## src/rtl/ej32_mem_arb.sv

```systemverilog
// eJ32 single-port byte memory arbiter: IF / LS (lockable bursts) / optional host port.
// Define EJ32_HOST_PORT_EN to build the host port with its starvation-forced grant.
module ej32_mem_arb #(
    parameter int ASZ      = 17,
    parameter int MAX_WAIT = 4
) (
    input  logic           clk,
    input  logic           rst,
    input  logic           if_req,
    input  logic [ASZ-1:0] if_addr,
    output logic           if_gnt,
    output logic           if_vld,
    input  logic           ls_req,
    input  logic           ls_we,
    input  logic           ls_lock,
    input  logic [ASZ-1:0] ls_addr,
    input  logic [7:0]     ls_wdata,
    output logic           ls_gnt,
    output logic           ls_vld,
    input  logic           hs_req,
    input  logic           hs_we,
    input  logic [ASZ-1:0] hs_addr,
    input  logic [7:0]     hs_wdata,
    output logic           hs_gnt,
    output logic           hs_vld,
    output logic [ASZ-1:0] mem_addr,
    output logic           mem_we,
    output logic [7:0]     mem_wdata,
    input  logic [7:0]     mem_rdata,
    output logic [7:0]     rdata,
    output logic           stall
);

`ifdef EJ32_HOST_PORT_EN
    typedef enum logic [1:0] {IDLE, LSL, HSF} own_t;
    localparam logic [3:0] MAXW = 4'(MAX_WAIT);
    logic [3:0] hwait_q, hwait_d;
    logic       hs_vld_q;
`else
    typedef enum logic [1:0] {IDLE, LSL} own_t;
    logic unused_hs;
    assign unused_hs = ^{hs_req, hs_we, hs_addr, hs_wdata};
`endif

    own_t       own_q, own_d;
    logic       gnt_if, gnt_ls, gnt_hs;
    logic       if_vld_q, ls_vld_q;
    logic [7:0] rdata_q;

    // Grants are forced low while reset is asserted.
    always_comb begin
        gnt_if = 1'b0;
        gnt_ls = 1'b0;
        gnt_hs = 1'b0;
        if (rst) begin
`ifdef EJ32_HOST_PORT_EN
            if (own_q == HSF && hs_req) gnt_hs = 1'b1;
            else
`endif
            if (own_q == LSL)  gnt_ls = ls_req;
            else if (ls_req)   gnt_ls = 1'b1;
            else if (if_req)   gnt_if = 1'b1;
`ifdef EJ32_HOST_PORT_EN
            else if (hs_req)   gnt_hs = 1'b1;
`endif
        end
    end

    always_comb begin
        mem_addr  = '0;
        mem_we    = 1'b0;
        mem_wdata = '0;
        if (gnt_ls) begin
            mem_addr  = ls_addr;
            mem_we    = ls_we;
            mem_wdata = ls_wdata;
        end else if (gnt_if) begin
            mem_addr  = if_addr;
`ifdef EJ32_HOST_PORT_EN
        end else if (gnt_hs) begin
            mem_addr  = hs_addr;
            mem_we    = hs_we;
            mem_wdata = hs_wdata;
`endif
        end
    end

    always_comb begin
        own_d = own_q;
        if (gnt_ls)             own_d = ls_lock ? LSL : IDLE;
        else if (own_q != LSL)  own_d = IDLE;
`ifdef EJ32_HOST_PORT_EN
        hwait_d = hwait_q;
        if (!hs_req || gnt_hs)  hwait_d = '0;
        else if (hwait_q < MAXW) hwait_d = hwait_q + 4'd1;
        // A starved host waits out a locked burst, then wins the next cycle.
        if (hwait_d == MAXW && own_d != LSL) own_d = HSF;
`endif
    end

    always_ff @(posedge clk or negedge rst) begin
        if (!rst) begin
            own_q    <= IDLE;
            if_vld_q <= 1'b0;
            ls_vld_q <= 1'b0;
            rdata_q  <= '0;
        end else begin
            own_q    <= own_d;
            if_vld_q <= gnt_if;
            ls_vld_q <= gnt_ls & ~ls_we;
            rdata_q  <= mem_rdata;
        end
    end

`ifdef EJ32_HOST_PORT_EN
    always_ff @(posedge clk or negedge rst) begin
        if (!rst) begin
            hwait_q  <= '0;
            hs_vld_q <= 1'b0;
        end else begin
            hwait_q  <= hwait_d;
            hs_vld_q <= gnt_hs & ~hs_we;
        end
    end
    assign hs_vld = hs_vld_q;
`else
    assign hs_vld = 1'b0;
`endif

    assign if_gnt = gnt_if;
    assign ls_gnt = gnt_ls;
    assign hs_gnt = gnt_hs;
    assign if_vld = if_vld_q;
    assign ls_vld = ls_vld_q;
    assign rdata  = rdata_q;
    assign stall  = rst & if_req & ~gnt_if;

endmodule

```

## config.mk

```make
export PLATFORM = sky130hd
export DESIGN_NAME = ej32_mem_arb
export DESIGN_NICKNAME = d
export VERILOG_FILES = /design/src/rtl/ej32_mem_arb.sv
export SDC_FILE = /design/constraint.sdc
export NUM_CORES = 1
export LEC_CHECK = 0
export BUFFER_PORTS_ARGS = -buffer_cell sky130_fd_sc_hd__buf_2
export CAP_MARGIN = 20
export CELL_PAD_IN_SITES_DETAIL_PLACEMENT = 0
export CELL_PAD_IN_SITES_GLOBAL_PLACEMENT = 2
export CORE_MARGIN = 3
export CORE_UTILIZATION = 13
export CTS_CLUSTER_SIZE = 16
export DETAILED_ROUTE_END_ITERATION = 10
export PLACE_DENSITY = 0.86
export REMOVE_ABC_BUFFERS = 1
export SLEW_MARGIN = 20
export SYNTH_ARGS = -nofsm -noshare
export SYNTH_HDL_FRONTEND = slang
export SYNTH_SLANG_ARGS = --single-unit
export TNS_END_PERCENT = 10
```

## constraint.sdc

```tcl
create_clock -name clk -period 1.2 [get_ports clk]
set_input_delay 0.18 -clock clk [delete_from_list [all_inputs] [get_ports clk]]
set_output_delay 0.18 -clock clk [all_outputs]
set_load 0.01 [all_outputs]
```

==> metrics.txt <==
antenna violations before repair 0; post-synthesis average cell area 9.534 um2; placed wire-length estimate 2.485 mm; power per standard cell area 779.2 mW/mm2; Crit path required time 1020 ps; element type at the critical path start flop; register bit total from synthesis 11; synth unique cells 17; First DRT Iteration DRCs 12; Min-Delay Path Class in2reg; count of endpoints failing setup in the final report 19; cell count after synthesis 92; # clock sinks 11; Root Driver sky130_fd_sc_hd__clkbuf_8; H-tree depth 1; peak per-stage delay on the critical path 390 ps; number of flops mapped to enable cells by yosys 0; insertion delay of the later-clocked pin in the worst-skew pair 230 ps; fraction of synthesized cell area taken by the top area cell type 31.38%; Comb pwr share 36.6%; proportion of synthesized flip-flops having asynchronous set or reset 100.0%; slack of the critical path -247.7 ps; Total Nets Final 272; pin count of the biggest net entering global routing 29; fraction of layout instances using a drive strength above 1 57.45%; starting density of the core 13.58%; violations in the final reports negative setup slack; Psw 0.0003244 W; clock-pin slew on the worst setup and hold paths 50 ps; ranking of synthesized cells by instance count sky130_fd_sc_hd__nand2_1, sky130_fd_sc_hd__nand4bb_1, sky130_fd_sc_hd__a21boi_1; number of buffers on the longest clock path 2; first-pass GRT wire length 4.761 mm; Critical Path Slowest Stage Cell sky130_fd_sc_hd__dfrtp_1; summed instance area of the synthesized netlist 877.1 um2; fraction of power spent switching nets 27.34%; Clock Skew 0.003150 ps; TritonCTS clock tree built; portion of total power attributed to the clock network 29.6%; vias in the first global route 1011; number of placed instances with taps included 259; Critical Path End Type primary output; Layout Area Growth over Synthesis 73.61%; unrepaired setup endpoints after global routing yes; ant diodes 0; data arrival time of the worst path 1270 ps; ANT nets after route 0; cts bufs inserted 3; total gr overflow 0; post-CTS setup repair buffer count 0; Chip Width 88.14 um; vias after detailed routing 1033; CP Max Fanout 14; critical path class reg2out; DP Worst Slack -9.211 ps; Synth area leaders sky130_fd_sc_hd__dfrtp_1, sky130_fd_sc_hd__nand4bb_1, sky130_fd_sc_hd__a21boi_1, sky130_fd_sc_hd__nand2_1, sky130_fd_sc_hd__and3_1; WL/cell 11.85 um; fraction of power consumed by sequential logic 33.8%; I/O pins 124; vias per inst 3.898; most frequently used flop master after synthesis sky130_fd_sc_hd__dfrtp_1; highest clock rate 0.6908 GHz; final critical-path share of the clock period 120.6%; cell-by-cell listing of the critical path buf_6 > nand4bb_1 > a21boi_1 > buf_2; family with the most delay on the worst path flip-flops; sequential share of the synthesized area 31.38%; combined global-route utilization of all metal layers 7.721%; area enclosed by the die boundary 0.007769 mm2; shortest period the worst path allows 1448 ps; die extent in y 88.14 um; count of final hold-check violations 0; fill cell count 721; CORE AREA 0.006459 mm2; number of max-cap violations 0; post-layout instance count excluding filler cells 265; worst vdd rail ir drop 0.9292 mV; Max Transition Viols Final 0; number of buffers inserted by port buffering 94; WL final 3.141 mm; run status finished with violations; top cell type by total area after synthesis sky130_fd_sc_hd__dfrtp_1; total leakage power 0.8334 nW; most common cell in the netlist sky130_fd_sc_hd__nand2_1; length of the first detailed-routing pass in iterations 3; cell row count 29; final estimated routing congestion in global placement 0.6297; Synth Warn # 0; DRC violation count after routing 0; cell internal pwr 0.0008622 W; buffering stage count on the worst path with inverters included 2
==> metrics by stage <==
step | util [%] | setup TNS (ps) | total power (W) | area [um2] | hold slack (ps)
after CTS | 23.58 | -3952 | 0.001215 | 1523 | 46.26
after detailed placement | 22.45 | -12.33 | 0.0008344 | 1450 | 164.9
final | 23.58 | -3691 | 0.001187 | 1523 | 56.22
after floorplan | - | 0 | 0.0005659 | 780.7 | -115.6
after global routing | 23.58 | -5230 | 0.001272 | 1523 | 43.92
after global placement | 22.45 | -10.93 | 0.0008316 | 1450 | 164.5
==> layout make-up <==
cell class | instances | area (um2) | share of cell area [%]
Sequential cell | 11 | 275.3 | 18.08
Clock buffer | 4 | 45.04 | 2.958
Multi-Input combinational cell | 69 | 501.7 | 32.95
Inverter | 1 | 3.754 | 0.2465
Tap cell | 77 | 96.34 | 6.327
Timing Repair Buffer | 103 | 600.6 | 39.44
==> registers in the layout, summed over array words and instances, names as in the netlist <==
name	count
if_vld	1
ls_vld	1
own_q	1
rdata	8
==> per-layer routing <==
metal	track usage (%)	vias to the layer above	share of wire [%]
li1	-	515	-
met2	13.49	54	48
met3	2.540	0	9.4
met1	9.741	464	42
met4	0.4121	0	0
met5	0	-	0
==> cells by family after synthesis <==
group	after synthesis	synth area share, %
buf+inv	13	11.84
compound gates	17	14.98
mux	1	1.711
flops	11	31.38
other cells	1	0.4275
simple gates	49	39.66
==> final timing paths <==
path | startpoint | end | slack, ps | cells past startpoint
min reg2reg | own_q[0] | if_vld | 660 | 2
max reg2reg | own_q[0] | own_q[0] | 270 | 2
max | own_q[0] | mem_addr[7] | -250 | 4
max in group asynchronous | rst | rdata[1] | 280 | 3
min | mem_rdata[5] | rdata[5] | 60 | 1
min in group asynchronous | rst | ls_vld | 500 | 3
==> cells in the final DEF (no fill, tap or decap) <==
master	n
sky130_fd_sc_hd__buf_2	94
sky130_fd_sc_hd__nand2_1	18
sky130_fd_sc_hd__nand4bb_1	17
sky130_fd_sc_hd__a21boi_1	16
sky130_fd_sc_hd__dfrtp_1	11
sky130_fd_sc_hd__and3_1	9
sky130_fd_sc_hd__buf_12	4
sky130_fd_sc_hd__nor2_1	3
sky130_fd_sc_hd__clkbuf_8	3
sky130_fd_sc_hd__conb_1	2
sky130_fd_sc_hd__dlygate4sd3_1	2
sky130_fd_sc_hd__buf_6	2
sky130_fd_sc_hd__nand2_4	1
sky130_fd_sc_hd__inv_1	1
sky130_fd_sc_hd__a21boi_2	1
sky130_fd_sc_hd__nor3_2	1
sky130_fd_sc_hd__mux2_4	1
sky130_fd_sc_hd__clkbuf_1	1
sky130_fd_sc_hd__buf_4	1
==> power by group through the flow <==
stage	combinational, W	clock (W)	sequential, W
2_1_floorplan	0.000139	0	0.000426
3_3_place_gp	0.000427	0	0.000405
3_5_place_dp	0.000429	0	0.000405
4_1_cts	0.000443	0.000371	0.000401
5_1_grt	0.000478	0.000391	0.000403
6_report	0.000434	0.000351	0.000401
==> timing repair <==
item / CTS / global route
endpoints found under the setup margin: 19 / 19
resized for setup: 2 / 0
pin swaps: 3 / 1
hold buffers: 2 / 0
hold endpoints to repair: 11 / 0
(Power assumes the default switching activity.)
